### config.mk
export PLATFORM = sky130hd
export DESIGN_NAME = bram_arbiter_flat
export DESIGN_NICKNAME = d
export VERILOG_FILES = /design/src/rtl/bram_arbiter_if.sv /design/src/rtl/bram_arbiter.sv /design/src/flat_wrapper.sv
export SDC_FILE = /design/constraint.sdc
export NUM_CORES = 1
export LEC_CHECK = 0
export CAP_MARGIN = 5
export CORE_AREA = 2 2 197 199
export CTS_BUF_LIST = sky130_fd_sc_hd__clkbuf_4 sky130_fd_sc_hd__clkbuf_8
export CTS_CLUSTER_SIZE = 16
export DETAILED_ROUTE_END_ITERATION = 12
export DIE_AREA = 0 0 199 201
export GPL_ROUTABILITY_DRIVEN = 1
export PLACE_DENSITY_LB_ADDON = 0.12
export SLEW_MARGIN = 30
export SYNTH_ARGS = -nofsm -noshare
export SYNTH_HDL_FRONTEND = slang
export SYNTH_SLANG_ARGS = --single-unit
### constraint.sdc
create_clock -name clk -period 2.45 [get_ports clk]
set_input_delay 0.3675 -clock clk [delete_from_list [all_inputs] [get_ports clk]]
set_output_delay 0.3675 -clock clk [all_outputs]
set_load 0.02 [all_outputs]
### src/rtl/bram_arbiter_if.sv
// ============================================================================
// Module : bram_arbiter_if
// Brief  : Requester port bundle for bram_arbiter (one instance per requester).
// Rev    : 1.0  initial release
// ============================================================================
`default_nettype none

interface bram_arbiter_if #(
    parameter int DATA_WIDTH = 32,
    parameter int ADD_WIDTH  = 4,
    parameter int PIPE_SIZE  = 4
);
    logic                            req;
    logic                            we;
    logic [ADD_WIDTH-1:0]            add;
    logic [DATA_WIDTH-1:0]           wdata;
    logic                            gnt;
    logic                            rvalid;
    logic [DATA_WIDTH*PIPE_SIZE-1:0] rdata;

    modport master (
        output req, we, add, wdata,
        input  gnt, rvalid, rdata
    );

    modport slave (
        input  req, we, add, wdata,
        output gnt, rvalid, rdata
    );
endinterface

`default_nettype wire

### src/rtl/bram_arbiter.sv
// ============================================================================
// Module : bram_arbiter
// Brief  : Round-robin two-port arbiter in front of a wide-read block RAM.
// Rev    : 1.0  initial release
// ============================================================================
`default_nettype none

module bram_arbiter #(
    parameter int DATA_WIDTH = 32,
    parameter int ADD_WIDTH  = 4,
    parameter int PIPE_SIZE  = 4
) (
    input  wire logic                            clk,
    input  wire logic                            rst_n,
    bram_arbiter_if.slave                        r0,
    bram_arbiter_if.slave                        r1,
    output logic                                 ram_cs,
    output logic                                 ram_we,
    output logic                                 ram_oe,
    output logic [ADD_WIDTH-1:0]                 ram_add,
    output logic [DATA_WIDTH-1:0]                ram_din,
    input  wire logic [DATA_WIDTH*PIPE_SIZE-1:0] ram_dout
);

    // Reads fetch a whole PIPE_SIZE-aligned block, so the low address bits are cleared.
    localparam logic [ADD_WIDTH-1:0] c_ALIGN_MASK = ~(ADD_WIDTH'(PIPE_SIZE - 1));

    typedef enum logic [1:0] {
        S_IDLE    = 2'd0,
        S_ACCESS  = 2'd1,
        S_CAPTURE = 2'd2
    } state_t;

    state_t                          r_state;
    state_t                          w_state_next;

    logic                            r_ptr;
    logic                            r_sel;
    logic                            r_we;
    logic [1:0]                      r_gnt;
    logic [1:0]                      r_rvalid;
    logic [DATA_WIDTH*PIPE_SIZE-1:0] r_rdata0;
    logic [DATA_WIDTH*PIPE_SIZE-1:0] r_rdata1;
    logic                            r_ram_cs;
    logic                            r_ram_we;
    logic                            r_ram_oe;
    logic [ADD_WIDTH-1:0]            r_ram_add;
    logic [DATA_WIDTH-1:0]           r_ram_din;

    logic [1:0]                      w_req;
    logic                            w_accept;
    logic                            w_pick;
    logic                            w_pick_we;
    logic [ADD_WIDTH-1:0]            w_pick_add;
    logic [DATA_WIDTH-1:0]           w_pick_wdata;

    always_comb begin
        w_req        = {r1.req, r0.req};
        w_state_next = r_state;
        w_accept     = 1'b0;
        w_pick       = r_ptr;
        case (r_state)
            S_IDLE: begin
                if (|w_req) begin
                    w_accept     = 1'b1;
                    w_state_next = S_ACCESS;
                    w_pick       = (w_req == 2'b11) ? r_ptr : w_req[1];
                end
            end
            S_ACCESS: w_state_next = r_we ? S_IDLE : S_CAPTURE;
            default:  w_state_next = S_IDLE;
        endcase
        w_pick_we    = w_pick ? r1.we    : r0.we;
        w_pick_add   = w_pick ? r1.add   : r0.add;
        w_pick_wdata = w_pick ? r1.wdata : r0.wdata;
    end

    always_ff @(posedge clk or negedge rst_n) begin
        if (!rst_n) begin
            r_state <= S_IDLE;
        end else begin
            r_state <= w_state_next;
        end
    end

    // Every output is registered: the ACCESS-cycle strobes are loaded on the accepting edge.
    always_ff @(posedge clk or negedge rst_n) begin
        if (!rst_n) begin
            r_ptr     <= 1'b0;
            r_sel     <= 1'b0;
            r_we      <= 1'b0;
            r_gnt     <= 2'b00;
            r_rvalid  <= 2'b00;
            r_rdata0  <= '0;
            r_rdata1  <= '0;
            r_ram_cs  <= 1'b0;
            r_ram_we  <= 1'b0;
            r_ram_oe  <= 1'b0;
            r_ram_add <= '0;
            r_ram_din <= '0;
        end else begin
            r_gnt    <= w_accept ? (w_pick ? 2'b10 : 2'b01) : 2'b00;
            r_ram_cs <= w_accept;
            r_ram_we <= w_accept & w_pick_we;
            r_ram_oe <= w_accept & ~w_pick_we;
            r_rvalid <= 2'b00;
            if (w_accept) begin
                r_sel     <= w_pick;
                r_ptr     <= ~w_pick;
                r_we      <= w_pick_we;
                r_ram_add <= w_pick_we ? w_pick_add : (w_pick_add & c_ALIGN_MASK);
                r_ram_din <= w_pick_wdata;
            end
            if (r_state == S_CAPTURE) begin
                r_rvalid <= r_sel ? 2'b10 : 2'b01;
                if (r_sel) begin
                    r_rdata1 <= ram_dout;
                end else begin
                    r_rdata0 <= ram_dout;
                end
            end
        end
    end

    assign r0.gnt    = r_gnt[0];
    assign r1.gnt    = r_gnt[1];
    assign r0.rvalid = r_rvalid[0];
    assign r1.rvalid = r_rvalid[1];
    assign r0.rdata  = r_rdata0;
    assign r1.rdata  = r_rdata1;
    assign ram_cs    = r_ram_cs;
    assign ram_we    = r_ram_we;
    assign ram_oe    = r_ram_oe;
    assign ram_add   = r_ram_add;
    assign ram_din   = r_ram_din;

endmodule

`default_nettype wire

### src/flat_wrapper.sv
// flat-port wrapper written by rule: the top's interface ports become plain ports
module bram_arbiter_flat 
#(
    parameter int DATA_WIDTH = 32,
    parameter int ADD_WIDTH  = 4,
    parameter int PIPE_SIZE  = 4
)
  (clk, rst_n, ram_cs, ram_we, ram_oe, ram_add, ram_din, ram_dout, r0_req, r0_we, r0_add, r0_wdata, r0_gnt, r0_rvalid, r0_rdata, r1_req, r1_we, r1_add, r1_wdata, r1_gnt, r1_rvalid, r1_rdata);
  bram_arbiter_if #(.DATA_WIDTH(DATA_WIDTH), .ADD_WIDTH(ADD_WIDTH), .PIPE_SIZE(PIPE_SIZE)) r0_i ();
  bram_arbiter_if #(.DATA_WIDTH(DATA_WIDTH), .ADD_WIDTH(ADD_WIDTH), .PIPE_SIZE(PIPE_SIZE)) r1_i ();
  input  wire logic clk;
  input  wire logic rst_n;
  output logic ram_cs;
  output logic ram_we;
  output logic ram_oe;
  output logic [ADD_WIDTH-1:0] ram_add;
  output logic [DATA_WIDTH-1:0] ram_din;
  input  wire logic [DATA_WIDTH*PIPE_SIZE-1:0] ram_dout;
  input wire logic [$bits(r0_i.req)-1:0] r0_req;
  input wire logic [$bits(r0_i.we)-1:0] r0_we;
  input wire logic [$bits(r0_i.add)-1:0] r0_add;
  input wire logic [$bits(r0_i.wdata)-1:0] r0_wdata;
  output wire logic [$bits(r0_i.gnt)-1:0] r0_gnt;
  output wire logic [$bits(r0_i.rvalid)-1:0] r0_rvalid;
  output wire logic [$bits(r0_i.rdata)-1:0] r0_rdata;
  input wire logic [$bits(r1_i.req)-1:0] r1_req;
  input wire logic [$bits(r1_i.we)-1:0] r1_we;
  input wire logic [$bits(r1_i.add)-1:0] r1_add;
  input wire logic [$bits(r1_i.wdata)-1:0] r1_wdata;
  output wire logic [$bits(r1_i.gnt)-1:0] r1_gnt;
  output wire logic [$bits(r1_i.rvalid)-1:0] r1_rvalid;
  output wire logic [$bits(r1_i.rdata)-1:0] r1_rdata;
  assign r0_i.req = r0_req;
  assign r0_i.we = r0_we;
  assign r0_i.add = r0_add;
  assign r0_i.wdata = r0_wdata;
  assign r0_gnt = r0_i.gnt;
  assign r0_rvalid = r0_i.rvalid;
  assign r0_rdata = r0_i.rdata;
  assign r1_i.req = r1_req;
  assign r1_i.we = r1_we;
  assign r1_i.add = r1_add;
  assign r1_i.wdata = r1_wdata;
  assign r1_gnt = r1_i.gnt;
  assign r1_rvalid = r1_i.rvalid;
  assign r1_rdata = r1_i.rdata;
  bram_arbiter #(.DATA_WIDTH(DATA_WIDTH), .ADD_WIDTH(ADD_WIDTH), .PIPE_SIZE(PIPE_SIZE)) u_core (.clk(clk), .rst_n(rst_n), .r0(r0_i), .r1(r1_i), .ram_cs(ram_cs), .ram_we(ram_we), .ram_oe(ram_oe), .ram_add(ram_add), .ram_din(ram_din), .ram_dout(ram_dout));
endmodule
==> out/qor.csv <==
stage,metric,value,unit
status,status,completed,
setup_path,CP Cell Sequence,clkdlybuf4s50_1,
clock_tree,CTS tree,done,
clock_tree,clock latency on the worst-skew pair,630,ps
drt,Routed WL,37810,µm
drt,drt drc,0,
setup_path,Worst path max stage delay,710,ps
sta,RSZ-0062 raised after global routing,false,
power,worst vdd ir,0.0007941,V
final_layout,nets,1742,
clock_tree,H-tree depth,2,
placed_design,port bufs,504,
sta,final setup TNS,0,ps
sta,slew margin rel.,47.64,%
sta,Final period util,83.45,%
synth,syn_nets,1211,
clock_tree,CTS Root Buffer Type,clkbuf_8,
global_routing,GRT overflow,0,
floorplan,row count,72,
power,total power,0.02732,W
synth,Ys Warns,0,
final_layout,layout cell share with drive strength beyond 1,16.11,%
setup_path,slowest CP cell,clkdlybuf4s50_1,
synth,register area share after synthesis,65.36,%
floorplan,Initial Utilization,30.54,%
drt,number of vias per cell,4.393,
floorplan,chip width,199,µm
floorplan,IO Count,505,
sta,final setup fails,0,
drt,Final ANT Viol Nets,0,
clock_tree,Post-CTS Resized,0,
setup_path,CP required,2080,ps
setup_path,Setup CP Type,flop to primary output,
placed_design,gpl congestion,0.7574,
drt,Initial DRC Count,257,
setup_path,maximum net fanout on the critical path,2,
sta,fmax,0.4891,GHz
setup_path,CP Data Arrival Time,1680,ps
global_routing,first-pass GRT wire length,58310,µm
sta,Worst-Margin Slew,785.4,ps
final_layout,diodes inserted,0,
global_routing,Overall Global Routing Usage,19.04,%
global_routing,initial antenna violation count,0,
global_routing,vias in the first global route,9848,
floorplan,overall die area,40000,µm²
job,maxcap violations,0,
setup_path,Buf/Inv on CP,1,
clock_tree,clock transition at the registers of the reported paths,60,ps
synth,Synth Instances,1005,
final_layout,synth-to-layout area growth,59.70,%
clock_tree,Clock Tree Buf Depth,3,
clock_tree,Sink Count,304,
sta,Tmin final,2045,ps
synth,"Avg Cell Area, Syn",11.58,µm²
sta,max-slew violations,0,
placed_design,HPWL after DPL,26640,µm
sta,clk_skew,22.72,ps
synth,"Distinct cells, synth",26,
sta,Fin. Hold Viols,0,
floorplan,Die Y,201,µm
floorplan,core box area,38110,µm²
drt,vias after detailed routing,9203,
power,LEAKAGE,8.402,nW
setup_path,Top delay family on crit path,buffers and inverters,
power,Pwr Density,1470,nW/µm²
synth,number of synthesized register bits,304,
setup_path,critical path capture point type,primary output,
setup_path,startpoint types,flop,
drt,average routed wire per standard cell,18.05,µm
setup_path,r2r worst-path depth,3,
global_routing,pin count of the biggest net entering global routing,129,
clock_tree,TritonCTS buffer count,55,
setup_path,CP Depth,1,
drt,Initial DRT Pass Iterations,4,
worst_hold_path,hold crit path type,primary input to asynchronous set/reset pin,
synth,synthesized area,11640,µm²
cell type report:
class	count	area, µm²
Fill cell	3558	19520
Inverter	3	13.76
Clock inverter	9	85.08
Sequential cell	304	7607
Timing Repair Buffer	528	5383
Multi-Input combinational cell	644	3731
Clock buffer	89	1119
Tap cell	518	648.1
worst paths after layout:
kind	start	to	slack, ps
max	u_core.r1.rdata[37]$_DFFE_PN0P_	r1_rdata[37]	410
min	rst_n	u_core.r1.rdata[94]$_DFFE_PN0P_	280
max reg2reg	u_core.r_state[0]$_DFFE_PN0P_	u_core.r0.rdata[94]$_DFFE_PN0P_	620
min reg2reg	u_core.r_we$_DFFE_PN0P_	u_core.r_state[1]$_DFFE_PN0P_	440
max in group asynchronous	rst_n	u_core.r0.rdata[113]$_DFFE_PN0P_	1400
min in group clk	ram_dout[47]	u_core.r1.rdata[47]$_DFFE_PN0P_	290
metrics by stage:
| step | hold WS (ps) | cells | setup slack [ps] | util, % | area [µm²] |
|---|---|---|---|---|---|
| after global placement | 356.2 | 1996 | 282.3 | 45.59 | 17370 |
| after CTS | 213.9 | 2095 | 315.6 | 48.78 | 18590 |
| after detailed placement | 362.0 | 1996 | 239.0 | 45.59 | 17370 |
| after floorplan | 71.91 | 1005 | 967.1 | - | 11640 |
| after global routing | 259.3 | 2095 | 322.8 | 48.78 | 18590 |
| final | 279.0 | 2095 | 405.4 | 48.78 | 18590 |
sequential cells by signal (all words and copies together), names as in the netlist:
register / count
u_core.r1.rdata: 128
u_core.r_we: 1
u_core.ram_we: 1
u_core.r_ptr: 1
u_core.ram_add: 4
u_core.r_sel: 1
u_core.ram_din: 32
u_core.r_gnt: 2
u_core.ram_cs: 1
u_core.r_rvalid: 2
u_core.r_state: 2
u_core.r0.rdata: 128
u_core.ram_oe: 1
layout by cell type, fill, tap and decap left out, drive strengths merged:
| cell | netlist | layout |
|---|---|---|
| nor3b | 3 | 3 |
| nand2b | 1 | 1 |
| a21oi | 1 | 1 |
| nand2 | 423 | 423 |
| o31ai | 1 | 1 |
| nand4 | 2 | 2 |
| inv | 3 | 5 |
| nand3 | 2 | 2 |
| mux2 | 128 | 128 |
| bufinv | 0 | 1 |
| and2 | 3 | 3 |
| o2bb2ai | 1 | 1 |
| a21o | 1 | 1 |
| and3 | 1 | 1 |
| clkinvlp | 0 | 1 |
| dfrtp | 304 | 304 |
| clkinv | 0 | 5 |
| nand3b | 1 | 1 |
| nor2 | 6 | 6 |
| clkbuf | 14 | 89 |
| clkdlybuf4s50 | 0 | 503 |
| buf | 40 | 24 |
| mux2i | 35 | 35 |
| o21ai | 35 | 35 |
| dlygate4sd3 | 0 | 1 |
routing by layer:
layer,track usage (%),part of all wire [%],vias up,wire (µm)
met3,6.603,8.4,44,3177
li1,-,-,4315,-
met2,32.60,51,319,19090
met4,6.343,2.2,0,823
met1,22.14,39,4525,14710
met5,0,0,-,0
timing repair:
item | 4_1_cts | 5_1_grt
setup buffers | 0 | 0
hold buffers | 1 | 0
endpoints found under the hold margin | 47 | 0
endpoints found under the setup margin | 0 | 0
logic make-up after synthesis:
| kind of cell | synth area share, % |
|---|---|
| AND/OR/NAND/NOR | 14.60 |
| buffers and inverters | 2.892 |
| multiplexers | 15.39 |
| AO/OA/AOI/OAI | 1.752 |
| flip-flops | 65.36 |
cells in the mapped netlist:
master	n	area, µm²
nand2b_1	1	6.260
nor2_1	6	22.52
nand3b_1	1	7.510
o21ai_0	7	35.03
nand3_1	2	10.01
o21ai_1	28	140.1
o2bb2ai_1	1	8.760
nand2_1	423	1588
a21oi_1	1	5.000
o31ai_1	1	7.510
nor3b_1	2	15.01
dfrtp_1	304	7607
mux2_2	128	1441
a21o_1	1	7.510
nand4_1	2	12.51
buf_4	12	90.09
nor3b_2	1	12.51
and2_1	3	18.77
clkbuf_1	14	52.55
and3_1	1	6.260
buf_1	7	26.28
buf_2	17	85.08
buf_6	1	11.26
inv_1	3	11.26
mux2i_1	35	350.3
buf_12	3	60.06
power by group:
part	switching [W]	total, W	leakage, nW	internal (W)
registers	0.00135	0.00893	3.66	0.00758
logic	0.00682	0.0133	4.10	0.00645
clock network	0.00213	0.00512	0.642	0.00299
total	0.0103	0.0273	8.40	0.0170
No activity file was read; power rests on OpenSTA's default activity.
